--- config.mk ---
export PLATFORM = sky130hd
export DESIGN_NAME = serial_subtractor
export DESIGN_NICKNAME = d
export VERILOG_FILES = /design/src/rtl/arith_pkg.sv /design/src/rtl/full_subtractor.sv /design/src/rtl/serial_subtractor.sv
export SDC_FILE = /design/constraint.sdc
export NUM_CORES = 1
export LEC_CHECK = 0
export BUFFER_PORTS_ARGS = -buffer_cell sky130_fd_sc_hd__buf_2
export CAP_MARGIN = 25
export CORE_MARGIN = 3
export CORE_UTILIZATION = 52
export CTS_CLUSTER_DIAMETER = 40
export DETAILED_ROUTE_END_ITERATION = 12
export PLACE_DENSITY_LB_ADDON = 0.15
export SETUP_SLACK_MARGIN = 0.4
export SYNTH_ARGS = -nofsm -noshare
export SYNTH_HDL_FRONTEND = slang
export SYNTH_SLANG_ARGS = --single-unit
--- constraint.sdc ---
create_clock -name clk -period 1.47 [get_ports clk]
set_input_delay 0.147 -clock clk [delete_from_list [all_inputs] [get_ports clk]]
set_output_delay 0.147 -clock clk [all_outputs]
set_load 0.02 [all_outputs]
--- src/rtl/arith_pkg.sv ---
// Shared arithmetic datapath types.
package arith_pkg;

  typedef enum logic [1:0] {
    IDLE = 2'd0,
    RUN  = 2'd1,
    DONE = 2'd2
  } sub_state_t;

endpackage

--- src/rtl/full_subtractor.sv ---
// One-bit full subtractor cell, the counterpart of the full-adder cell.
module full_subtractor (
  input  logic a,
  input  logic b,
  input  logic borrow_in,
  output logic diff,
  output logic borrow_out
);

  // difference bit and borrow-out of a - b - borrow_in
  always_comb begin
    diff       = a ^ b ^ borrow_in;
    borrow_out = (~a & b) | (~(a ^ b) & borrow_in);
  end

endmodule

--- src/rtl/serial_subtractor.sv ---
// Bit-serial unsigned subtractor: d = a - b, LSB first, one bit per clock.
//
// state | meaning
// IDLE  | waiting for start, last result held on d/borrow
// RUN   | one bit per edge through the full-subtractor cell
// DONE  | done pulse, result valid; start here re-arms back-to-back
module serial_subtractor
  import arith_pkg::*;
#(
  parameter int N = 4
) (
  input  logic         clk,
  input  logic         rst_n,
  input  logic         start,
  input  logic [N-1:0] a,
  input  logic [N-1:0] b,
  output logic         busy,
  output logic         done,
  output logic [N-1:0] d,
  output logic         borrow
);

  localparam int               CNT_W    = (N > 1) ? $clog2(N) : 1;
  localparam logic [CNT_W-1:0] CNT_LAST = CNT_W'(N - 1);

  sub_state_t       state_q;
  logic [N-1:0]     a_sr_q;
  logic [N-1:0]     b_sr_q;
  logic [N-1:0]     d_q;
  logic [N-1:0]     d_d;
  logic [CNT_W-1:0] cnt_q;
  logic             borrow_q;
  logic             busy_q;
  logic             done_q;
  logic             diff_bit;
  logic             bout_bit;

  full_subtractor u_fs (
    .a          (a_sr_q[0]),
    .b          (b_sr_q[0]),
    .borrow_in  (borrow_q),
    .diff       (diff_bit),
    .borrow_out (bout_bit)
  );

  // new difference bit enters at the MSB so bit 0 ends at d[0] after N shifts
  assign d_d = {diff_bit, d_q[N-1:1]};

  // sequencing FSM with datapath registers and registered handshake outputs
  always_ff @(posedge clk or negedge rst_n) begin
    if (!rst_n) begin
      state_q  <= IDLE;
      a_sr_q   <= '0;
      b_sr_q   <= '0;
      d_q      <= '0;
      cnt_q    <= '0;
      borrow_q <= 1'b0;
      busy_q   <= 1'b0;
      done_q   <= 1'b0;
    end else begin
      case (state_q)
        IDLE, DONE: begin
          done_q <= 1'b0;
          if (start) begin
            a_sr_q   <= a;
            b_sr_q   <= b;
            cnt_q    <= '0;
            borrow_q <= 1'b0;
            busy_q   <= 1'b1;
            state_q  <= RUN;
          end else begin
            busy_q  <= 1'b0;
            state_q <= IDLE;
          end
        end
        RUN: begin
          a_sr_q   <= a_sr_q >> 1;
          b_sr_q   <= b_sr_q >> 1;
          d_q      <= d_d;
          borrow_q <= bout_bit;
          cnt_q    <= cnt_q + CNT_W'(1);
          if (cnt_q == CNT_LAST) begin
            busy_q  <= 1'b0;
            done_q  <= 1'b1;
            state_q <= DONE;
          end
        end
        default: begin
          busy_q  <= 1'b0;
          done_q  <= 1'b0;
          state_q <= IDLE;
        end
      endcase
    end
  end

  assign busy   = busy_q;
  assign done   = done_q;
  assign d      = d_q;
  assign borrow = borrow_q;

endmodule

# == After elaboration in Yosys (flattened, before gate mapping) ==
# Cells that the tools add are included.
# classes
n_shift,0
n_addsub,1
div,0
n_eq_ne,5
n_lt_le_gt_ge,0
n_mul,0
n_bitwise,7
mux,16
n_reduce_logical,4
# op_table
operator,n
$pmux 4 s2,2
$mux 4,2
$pmux 2 s2,2
$mux 1,6
$eq 2x2->1 const B,2
$mux 2,2
$ne 2x2->1 const B,2
$pmux 1 s2,2
$add 2x1->2 const B,1
$and 1x1->1,2
$eq 2x1->1 const B,1
$logic_not 2->1,1
$not 1->1,2
$reduce_and 2->1,1
$reduce_bool 2->1,1
$reduce_or 2->1,1
$xor 1x1->1,2
$or 1x1->1,1
# word_totals
word_cells,41
input_bits,11
latch_bits,0
register_bits,19
ram_bits,0
n_memories,0
mem_bits_ro,0
output_inout_bits,7

# == Depth between registers and ports, before layout ==
# logic_depth
depth_word,5
mapped_depth,4
depth_no_buf,4

# == Cells and area by module ==
# From an unflattened synthesis, not the netlist that was laid out.
# hier_totals
cells_unflattened,83
area_unflattened_um2,877.1
# by_module_without_submodules
module,seq_area_each_um2,area_per_inst_um2,cells_per_inst,n_inst
serial_subtractor,450.4,845.8,79,1
full_subtractor,0.0,31.3,4,1

# == Worst setup path before layout ==
# Ideal clock, no wire load.
# synth_timing
kind,reg2reg
from,"register borrow_q, in the netlist borrow"
to,"register borrow_q, in the netlist borrow"
arrival_time_ns,1.267
path_buffers,0
setup_slack_ns,0.082
synth_period_minus_slack_ns,1.388
required_ns,1.349
stages_incl_launch_ff,4
setup_time_ns,0.121
path_cell_list,dfrtp_1 > fa_1 > mux2_4 > a22o_1
# synth_via
elab_chain_cells,3
# synth_lines
item,line,text
start: declaration,serial_subtractor.sv:32,logic borrow_q;
start signal: assignment,serial_subtractor.sv:80,borrow_q <= bout_bit;
$and 1x1->1,full_subtractor.sv:13,borrow_out = (~a & b) | (~(a ^ b) & borrow_in);
$or 1x1->1,full_subtractor.sv:13,
$pmux 1 s2,serial_subtractor.sv:61,case (state_q)
# No other way between the ends.
# A chain may end at the register's enable or synchronous reset.

# == Worst setup path in the final report ==
# layout_timing
from,register a_sr_q[0]
to,"register borrow_q, in the netlist borrow"
# layout_via
elab_chain_cells,5
elab_cells_between_ends,7
classes_between,1 x mux; 6 x bitwise
# layout_lines
item,line,text
start: declaration,serial_subtractor.sv:27,logic [N-1:0] a_sr_q;
start signal: assignment,serial_subtractor.sv:77,a_sr_q <= a_sr_q >> 1;
$xor 1x1->1,full_subtractor.sv:13,
$not 1->1,full_subtractor.sv:13,
$and 1x1->1,full_subtractor.sv:13,
$or 1x1->1 (*),full_subtractor.sv:13,
$pmux 1 s2 (*),serial_subtractor.sv:61,
# Every way passes the cells marked *; elsewhere a longest branch is shown, timed or not.

==> flow_summary.json <==
{
  "status": "finished, final reports clean",
  "synth.most_common_cell": "dfrtp_1",
  "drv_cap": 0,
  "num_vias": 674,
  "synth_top_area_share_pct": 51.4,
  "path_max_fanout": 2,
  "synth_common_cells": "dfrtp_1, mux2i_1, a211oi_1, a21oi_1, nor2b_1",
  "clock-root-buffer": "clkbuf_4",
  "maxSlewHeadroom_pct": 72.7,
  "grt.total_usage_pct": 18.0,
  "antenna_found_initial": 0,
  "reg2reg_depth": 4,
  "clock.fmax_mhz": 759,
  "finalSetupViolations": 0,
  "yosysWarnings": 0,
  "synth_area_per_cell_um2": 11.9,
  "required_ns": 1.66,
  "worstPathCellList": "inv_2 > fa_2 > mux2_4 > a22o_1",
  "async_reset_ff_share_pct": 100,
  "critical_path.slowest_cell": "dfrtp_1",
  "final_layout_size_suffix_gt1_share_pct": 45.3,
  "finalCritPeriodShare_pct": 89.7,
  "p_leak_nw": 0.540,
  "r2r_start": "a_sr_q[0]",
  "hold_viol_final": 0,
  "syn-cell-area_um2": 877,
  "place.gp.congestion": 0.711,
  "drt-initial-drc-count": 1,
  "syn-num-nets": 87,
  "finalSetupTns_ns": 0,
  "min-delay-start": "a[0]",
  "clock_path_buffers": 2,
  "worst_pin_slew_ns": 0.410,
  "min_path_type": "input pin to flop",
  "r2r_end": "borrow",
  "first_pass_iters": 4,
  "critPathArrivalTime_ns": 1.51,
  "dpl.hpwl_um": 1110,
  "htree_levels": 1,
  "yosys-top-cells-area": "dfrtp_1, mux2i_1, a211oi_1",
  "synth-edff-count": 0,
  "synth_seq_cells": 18,
  "synth_top_area_cell": "dfrtp_1",
  "peakVddDrop_mv": 1.17,
  "cpPeakStageDelay_ns": 0.38,
  "drt-vias-per-instance": 5.52,
  "worstSetupStartpointType": "flop",
  "grt_setup_unrepaired": "true",
  "grt_max_degree": 20,
  "grt_pass1_vias": 641,
  "clkTransAtPathRegs_ns": 0.11,
  "ios": 18,
  "cts_sinks": 18,
  "reg2reg_slack_ns": 0.15,
  "drt-total-wl_um": 1830,
  "seq_area_frac_synth_pct": 51.4,
  "ant_nets": 0,
  "diodes": 0,
  "cts_tree": "yes",
  "core_area_um2": 1540,
  "insertion_delay_ns": 0.29,
  "port-buffer-count": 17,
  "holdWs_ns": 0.124,
  "synth_cell_type_count": 23,
  "powerDensity_nw_per_um2": 2240,
  "drv_slew": 0,
  "fp.dieW_um": 47.1,
  "min_to": "a_sr_q[0]",
  "grt_remaining_overflow": 0,
  "min_period_ns": 1.32,
  "drc": 0,
  "final_nets": 120,
  "skew_ns": 0.0104,
  "wl_per_cell_um": 15.0,
  "area_growth_pct": 31.5,
  "die-area_um2": 2220,
  "grt_pass1_wl_um": 2770,
  "crit_path_end_kind": "flop",
  "cts_buffers": 3,
  "finalPower_mw": 2.58,
  "start_util_pct": 56.9,
  "die_y_um": 47.1,
  "netlist_instances": 74,
  "row_count": 14,
  "crit_type": "flop to flop",
  "min_path_cells": 3,
  "synthFlopType": "dfrtp_1"
}
-- power by group --
group	leakage [nW]	internal (mW)	switching (mW)
combinational	0.306	0.775	0.654
clock	0.0150	0.105	0.153
sequential	0.218	0.733	0.164
total	0.540	1.61	0.971
-- worst max-delay path by stage --
stage          slack (ns)  endpoint       from
2_1_floorplan        0.14    borrow     borrow
3_3_place_gp         0.16    borrow  b_sr_q[0]
3_5_place_dp         0.14    borrow  b_sr_q[0]
4_1_cts              0.14    borrow  a_sr_q[0]
5_1_grt              0.09    borrow  a_sr_q[0]
6_report             0.15    borrow  a_sr_q[0]
-- final cells by class --
class / instances / area (um^2)
Fill cell: 120 / 388
Clock buffer: 4 / 26.3
Sequential cell: 18 / 453
Tap cell: 16 / 20.0
Multi-Input combinational cell: 47 / 404
Inverter: 4 / 15.0
Timing Repair Buffer: 33 / 235
-- critical path, delay by kind of cell (launching register included) --
family / cells / cell delay, ns
muxes: 1 / 0.27
buffers and inverters: 1 / 0.05
adders and majority gates: 1 / 0.36
DFF: 1 / 0.38
AOI/OAI and AO/OA: 1 / 0.17
-- per-stage QoR --
step,util [%],std cells,instance area [um^2],setup WS (ns)
after floorplan,-,74,882,0.143
after global placement,62.3,104,960,0.159
after detailed placement,62.3,104,960,0.135
after CTS,71.8,121,1110,0.143
after global routing,74.8,122,1150,0.0927
final,74.8,122,1150,0.152
-- cell families (layout without fill, tap and decap cells) --
family,after synthesis,count (layout),synth area share [%]
and+or+nand+nor,12,12,7.42
muxes,12,12,15.3
AOI/OAI and AO/OA,20,20,14.7
DFF,18,18,51.4
buffers and inverters,9,41,6.56
adders and majority gates,2,2,3.71
xor gates and xnor gates,1,1,0.999
-- flip-flops by register name, indices dropped and copies added, names as in the netlist --
register,cells
a_sr_q,4
b_sr_q,4
borrow,1
busy,1
cnt_q,2
d,4
done,1
state_q,1
-- layout by cell type, fill, tap and decap left out, drive strengths merged, types with 2 or more instances in the layout --
master and n:
a211oi 5, a21oi 5, a22o 3, buf 32, clkbuf 4, dfrtp 18
inv 4, mux2 5, mux2i 7, nand2b 2, nand3 2, nor2 2
nor2b 5, o21ai 4
-- routing by layer --
layer  vias to the layer above  global-route usage [%]  routed length (um)
met4                         0                    8.29                  13
met1                       331                    23.0                 772
met5                         -                       0                   0
li1                        324                       -                   -
met2                        17                    29.3                 951
met3                         2                    3.45                  89
-- timing repair --
| item | in CTS | in global routing |
|---|---|---|
| gates resized for setup | 10 | 8 |
| endpoints found under the hold margin | 18 | 0 |
| pin swaps | 3 | 5 |
| gates cloned | 0 | 0 |
| setup buffers | 12 | 1 |
| setup endpoints to repair | 10 | 16 |
| hold buffers | 1 | 0 |
Note: power is estimated with default switching activity, not from simulation.
